--- config.mk ---
export PLATFORM = sky130hd
export DESIGN_NAME = sevenseg_scan_n
export DESIGN_NICKNAME = d
export VERILOG_FILES = /design/src/rtl/sevenseg_scan_n.sv
export SDC_FILE = /design/constraint.sdc
export NUM_CORES = 1
export LEC_CHECK = 0
export ABC_AREA = 1
export CELL_PAD_IN_SITES_DETAIL_PLACEMENT = 2
export CELL_PAD_IN_SITES_GLOBAL_PLACEMENT = 2
export CORE_MARGIN = 2
export CORE_UTILIZATION = 26
export CTS_CLUSTER_DIAMETER = 80
export DETAILED_ROUTE_END_ITERATION = 8
export MAX_ROUTING_LAYER = met4
export PLACE_DENSITY_LB_ADDON = 0.1
export SLEW_MARGIN = 20
export SYNTH_ARGS = -nofsm -noshare
export SYNTH_HDL_FRONTEND = slang
export SYNTH_SLANG_ARGS = --single-unit
--- constraint.sdc ---
create_clock -name clk -period 1.7 [get_ports clk]
set_input_delay 0.255 -clock clk [delete_from_list [all_inputs] [get_ports clk]]
set_output_delay 0.255 -clock clk [all_outputs]
set_load 0.01 [all_outputs]
--- src/rtl/sevenseg_scan_n.sv ---
// Multiplexed seven-segment scanner with double-buffered digits, anti-ghost guard and PWM dimming.
// Optional leading-zero blanking is compiled in when SEVENSEG_LZB_EN is defined.
module sevenseg_scan_n #(
    parameter int NUM_DIGITS = 8,
    parameter int SCAN_DIV   = 12500,
    parameter int PWM_BITS   = 4
) (
    input  logic                    clk,
    input  logic                    rst_n,
    input  logic [4*NUM_DIGITS-1:0] digits,
    input  logic [NUM_DIGITS-1:0]   dps,
    input  logic                    load,
    input  logic [PWM_BITS-1:0]     brightness,
    output logic [NUM_DIGITS-1:0]   an,
    output logic [6:0]              seg,
    output logic                    dp,
    output logic                    frame_done
);

    localparam int SLOT_W = $clog2(SCAN_DIV);
    localparam int IDX_W  = $clog2(NUM_DIGITS);

    logic [SLOT_W-1:0]       slot_cnt;
    logic [IDX_W-1:0]        idx;
    logic [PWM_BITS-1:0]     pwm_cnt;
    logic                    pending;
    logic [4*NUM_DIGITS-1:0] shadow_digits;
    logic [NUM_DIGITS-1:0]   shadow_dps;

    logic                    slot_last;
    logic                    frame_last;
    logic                    lit;
    logic [3:0]              cur_nibble;
    logic [NUM_DIGITS-1:0]   an_next;
    logic [6:0]              seg_next;

    // Active-low segment patterns, bit order {g,f,e,d,c,b,a}.
    function automatic logic [6:0] seg_decode(input logic [3:0] nibble);
        case (nibble)
            4'h0: seg_decode = 7'h40;
            4'h1: seg_decode = 7'h79;
            4'h2: seg_decode = 7'h24;
            4'h3: seg_decode = 7'h30;
            4'h4: seg_decode = 7'h19;
            4'h5: seg_decode = 7'h12;
            4'h6: seg_decode = 7'h02;
            4'h7: seg_decode = 7'h78;
            4'h8: seg_decode = 7'h00;
            4'h9: seg_decode = 7'h10;
            4'hA: seg_decode = 7'h08;
            4'hB: seg_decode = 7'h03;
            4'hC: seg_decode = 7'h46;
            4'hD: seg_decode = 7'h21;
            4'hE: seg_decode = 7'h06;
            default: seg_decode = 7'h0E;
        endcase
    endfunction

    assign slot_last  = (slot_cnt == SLOT_W'(SCAN_DIV - 1));
    assign frame_last = slot_last && (idx == IDX_W'(NUM_DIGITS - 1));
    assign cur_nibble = shadow_digits[4*idx +: 4];
    assign lit        = (&brightness) || (pwm_cnt < brightness);

    // Slot 0 keeps every anode off so the segment change settles before the digit lights.
    always_comb begin
        // NOTE: default every combinational output first so no path leaves it unassigned (no latch).
        an_next = '1;
        if ((slot_cnt != '0) && lit) begin
            an_next[idx] = 1'b0;
        end
    end

`ifdef SEVENSEG_LZB_EN
    logic [NUM_DIGITS-1:0] lead_blank;

    // A digit blanks when it and every digit to its left are zero; digit 0 always shows.
    always_comb begin
        logic all_zero;
        all_zero   = 1'b1;
        lead_blank = '0;
        for (int i = NUM_DIGITS - 1; i >= 0; i--) begin
            all_zero      = all_zero && (shadow_digits[4*i +: 4] == 4'h0);
            lead_blank[i] = all_zero;
        end
        lead_blank[0] = 1'b0;
    end

    always_comb begin
        seg_next = seg_decode(cur_nibble);
        if (lead_blank[idx]) begin
            seg_next = 7'h7F;
        end
    end
`else
    always_comb begin
        seg_next = seg_decode(cur_nibble);
    end
`endif

    always_ff @(posedge clk) begin
        // NOTE: the shadow buffer is a small register file, so it is cleared on reset to show zeros.
        if (!rst_n) begin
            slot_cnt      <= '0;
            idx           <= '0;
            pwm_cnt       <= '0;
            pending       <= 1'b0;
            shadow_digits <= '0;
            shadow_dps    <= '0;
            an            <= '1;
            seg           <= 7'h7F;
            dp            <= 1'b1;
            frame_done    <= 1'b0;
        end else begin
            // NOTE: non-blocking assignments so every register samples the pre-edge state.
            pwm_cnt <= pwm_cnt + PWM_BITS'(1);

            if (slot_last) begin
                slot_cnt <= '0;
                idx      <= (idx == IDX_W'(NUM_DIGITS - 1)) ? '0 : idx + IDX_W'(1);
            end else begin
                slot_cnt <= slot_cnt + SLOT_W'(1);
            end

            // A load arriving on the boundary clock itself joins the same copy.
            if (frame_last && (pending || load)) begin
                shadow_digits <= digits;
                shadow_dps    <= dps;
                pending       <= 1'b0;
            end else if (load) begin
                pending <= 1'b1;
            end

            an         <= an_next;
            seg        <= seg_next;
            dp         <= ~shadow_dps[idx];
            frame_done <= frame_last;
        end
    end

endmodule

### Yosys cells after proc, flatten, opt, wreduce, memory -nomap -nowiden

Memory sizes are Yosys's and may differ from the RTL's. A register that Yosys moved wholly into a read port is not among the register bits.
Cells that the tools add are included.

* bits in registers: 72
* ROM bits: 112
* output and inout bits: 17
* word-level logic and storage cells: 39
* memories: 1

* add/sub/neg operators: 3
* $lt $le $gt $ge: 3
* eq/ne operators: 2
* shifts and indexed selects: 1
* muxes and demuxes: 5
* bitwise operators: 3
* reduce and logical (&&, ||, !) cells: 12

Memory list
* (name not given): depth 16, bits a word 7, rd ports 1, clocked after Yosys merged registers in 1, wr ports 0, RTL line 39 `case (nibble)`

Operators by type and width (number)
* $shiftx A32 B6 Y4: 1
* $add A14 B1 Y14 const B: 1
* $eq A14 B14 Y1 const B: 1
* $reduce_bool A14 Y1: 1
* $not A8 Y8: 1
* $add A4 B1 Y4 const B: 1
* $logic_and A1 B1 Y1: 4
* $lt A3 B4 Y1 const B: 1
* $lt A4 B4 Y1: 1
* $reduce_and A4 Y1: 1
* $reduce_or A2 Y1: 2
* $add A3 B1 Y3 const B: 1
* $bmux W1 S3: 1
* $demux W1 S3: 1
* $eq A3 B3 Y1 const B: 1
* $ge A3 B1 Y1 const B: 1
* $mux W3: 1
* $logic_or A1 B1 Y1: 2
* $mux W1: 2
* $not A1 Y1: 2
* $reduce_and A2 Y1: 1
* $logic_not A1 Y1: 1

### Depth between registers and ports, before layout

* word-level depth: 5
* gate-level depth with buffers: 15

### Worst setup path after synthesis

OpenSTA, ideal clock, no wires.

* kind: reg2reg
* from: register idx[0]
* to: register seg[3]
* setup time: 0.128 ns
* arrival: 1.640 ns
* data required time: 1.572 ns
* slack: -0.067 ns
* stages on the path, launching flop included: 16
* buffers on the path: 2
* period minus slack after synthesis: 1.767 ns
* cells stage by stage: dfxtp_1 buf_4 buf_6 nand2_1 nand2_1 nand2_1 nand2_1 nand2_1 nand2_1 inv_1 ha_1 inv_1 o21ai_0 nand2_1 nand2_1 nand3_1

* cells in the longest elaborated chain, start to end: 1

Ends and longest elaborated chain
* start: declaration: RTL line 24 `logic [IDX_W-1:0] idx;`
* start signal: assignment: RTL line 119 `idx <= (idx == IDX_W'(NUM_DIGITS - 1)) ? '0 : idx + IDX_W'(1);`
* $shiftx A32 B6 Y4: RTL line 61 `assign cur_nibble = shadow_digits[4*idx +: 4];`
* end: declaration: RTL line 15 `output logic [6:0] seg,`

No other way between the ends.
A chain may end at the register's enable or synchronous reset.

### Worst setup path after layout

* from: register idx[0]
* to: register seg[2]

The elaborated chain is that of the path after synthesis.

==> results.md <==
* Status: complete, but fails checks
* Failing checks: setup timing
* Final hold vios at 0
* Clock power share at 51.1%
* Die Wd at 124 µm
* Total GRT Usage at 17.9%
* DR iter-0 viols at 113
* Share of cells above drive strength 1 at 25.3%
* Fillers at 1601
* Vias post-DR at 3890
* Sink Count at 79
* Ant diodes at 0
* Initial DRT Pass Iterations at 4
* Syn-to-layout area delta at 53.4%
* Final Core Density at 41.1%
* Detail Route Antenna Nets at 0
* Worst path arrival time at 1.95 ns
* Fmax at 0.575 GHz
* Die area at 15300 µm²
* TritonCTS Buffers at 9
* Hold Crit Class: flip-flop to flip-flop
* Post-DP HPWL at 9490 µm
* Switching Share at 21.3%
* First-pass GRT wire length at 20300 µm
* Pwr Density at 791 nW/µm²
* # rows at 43
* Clock Pin Slew Worst Setup and Hold Paths at 0.06 ns
* CP startpoint kind: flip-flop
* IO Pins at 64
* RSZ-0062 raised after global routing: true
* Leading area contributor after synthesis: dfxtp_1
* Seq/Total Area, Yosys at 42.4%
* Gr ovfl total at 0
* Family with the most delay on the worst path: simple AND/OR/NAND/NOR gates
* Final min period at 1.74 ns
* TritonCTS clock tree: yes
* Worst setup path class: flip-flop to flip-flop
* Mapped Area at 3730 µm²
* Critical path's slowest cell: dfxtp_4
* Critical path depth in cells at 13
* Max Fanout on Critical Path at 15
* R2r worst-path depth at 13
* Synthesis-stage register bit count at 79
* Hold Slack at 0.478 ns
* Syn. warnings at 0
* Synth Area per Inst at 7.06 µm²
* Critical Path End Type: flip-flop
* Yosys top cell area share at 42.4%
* P_leak at 2.30 nW
* Hold_buf cts at 0
* Placer congestion estimate at 0.874
* Setup TNS at -0.119 ns
* Hold-critical path depth at 2
* Synth Flop Type: dfxtp_1
* Clock buffer depth at 2
* Post-synth top cells: nand2_1, dfxtp_1, nor2_1
* Initial Utilization at 26.8%
* Total core area at 13900 µm²
* Routed len/inst at 17.2 µm
* Combinational share of power at 7.2%
* Max-cap violations at 0
* Synth area leaders: dfxtp_1, nand2_1, nor2_1
* Most common cell in the netlist: nand2_1
* Slew @ Worst Pin at 0.671 ns
* Synthesized netlist cell count at 528
* Pre-CTS setup slack at -0.152 ns
* Buffers on Ports at 63
* Ys async rst share at 0%
* Htree depth at 3
* Die height at 124 µm
* Internal power at 3.56 mW
* Worst vdd ir at 0.435 mV
* Pins Over Slew Limit at 0
* Sequential share of power at 41.7%
* Max-slew headroom at 54.7%
* Cell variety after synth at 28
* Fin worst setup slack at -0.0387 ns
* Worst Skew at 0.00868 ns
* Worst-Skew Late Latency at 0.35 ns
* Top cell by count, worst path: nand2_1
* Syn_nets at 588
* Via/cell ratio at 4.73
* Nets at 698
* Initial antenna violation count at 0
* Vias in the first global route at 4052
* WL final at 14200 µm
* Bufs and invs on worst path at 4
* # DRC at 0
* Post-synth EDFFs at 0
* Critical Path Max Stage Delay at 0.38 ns
* Count of final setup violators at 8
* NetSw at 0.965 mW
* Required time of the critical path at 1.92 ns
* Root buf cell: clkbuf_16
* Largest net degree at the start of global routing at 41
* Crit-path cells: inv_8, nand2_1, nand2_1, nand2_1, nand2_1, nand2_2, nand2_2, buf_6, ha_4, buf_6, inv_1, nand3_1, o211ai_1
* Fin crit share at 102%
flip-flops by register name, summed over array words and instances, names as in the netlist:
register	cells
shadow_digits	32
pwm_cnt	4
an	8
idx	3
slot_cnt	14
seg	7
pending	1
dp	1
frame_done	1
shadow_dps	8
layer usage:
metal	wire length, µm	GRT usage [%]
met5	0	-
met1	6160	21.2
met3	339	2.52
met2	7430	31.0
met4	259	6.25
per-stage QoR:
step                      cell area, µm²  std cells  power [mW]
after floorplan                     3730        528        2.05
after detailed placement            4780        790        2.24
final                               5720        823        4.52
after global placement              4780        790        2.23
after global routing                5720        823        4.71
after CTS                           5220        809        4.55
layout by cell type, fill, tap and decap left out, types with 12 or more instances in the layout:
cell and count:
nand2_1 92, dfxtp_1 74, nor2_1 67, clkdlybuf4s50_1 63, inv_1 40, a21oi_1 40, buf_4 40, nand3_1 34
o21ai_1 22, o21ai_0 17, a21oi_2 14, clkbuf_16 13, nand2_2 12
power groups by stage:
stage                     combinational (mW)  clock, mW  sequential [mW]
after floorplan                        0.114          0             1.93
after global placement                 0.297          0             1.93
after detailed placement               0.308          0             1.93
after CTS                              0.314       2.35             1.89
after global routing                   0.363       2.46             1.89
final                                  0.327       2.31             1.89
cell families (layout without fill, tap and decap cells):
logic type	count (synthesis)	in the layout	synth area share [%]
adders and majority gates	13	13	4.36
xor gates and xnor gates	4	4	0.939
buffers and inverters	76	191	8.79
and+or+nand+nor	246	246	28.2
AOI/OAI and AO/OA	110	110	15.3
DFF	79	79	42.4
worst paths after layout:
kind                     start                end  slack [ns]
max                     idx[0]             seg[2]       -0.04
min reg2reg  shadow_digits[23]  shadow_digits[23]        0.48
min          shadow_digits[23]  shadow_digits[23]        0.48
max reg2reg             idx[0]             seg[2]       -0.04
worst reg2reg max path: cells and delay by family (launching register included):
kind / cells / cell delay [ns]
flip-flops: 1 / 0.38
AO/OA/AOI/OAI: 1 / 0.09
adder cells (fa/ha/maj): 1 / 0.15
buffers and inverters: 4 / 0.38
AND/OR/NAND/NOR: 7 / 0.61
layout make-up:
class | count | area, µm² | share of cell area, %
clock buffers | 11 | 253 | 4.42
clock inverters | 5 | 104 | 1.82
inverters | 54 | 224 | 3.91
multi-input cells | 373 | 2090 | 36.6
flip-flops and latches | 79 | 1600 | 27.9
well taps | 180 | 225 | 3.94
repair buffers | 121 | 1230 | 21.4
repair_timing:
action / 4_1_cts / 5_1_grt
setup buffers: 3 / 9
setup endpoints to repair: 31 / 51
pin swaps: 3 / 43
cloned: 0 / 5
gates resized for setup: 32 / 105
Power figures use the tool's default switching activity.
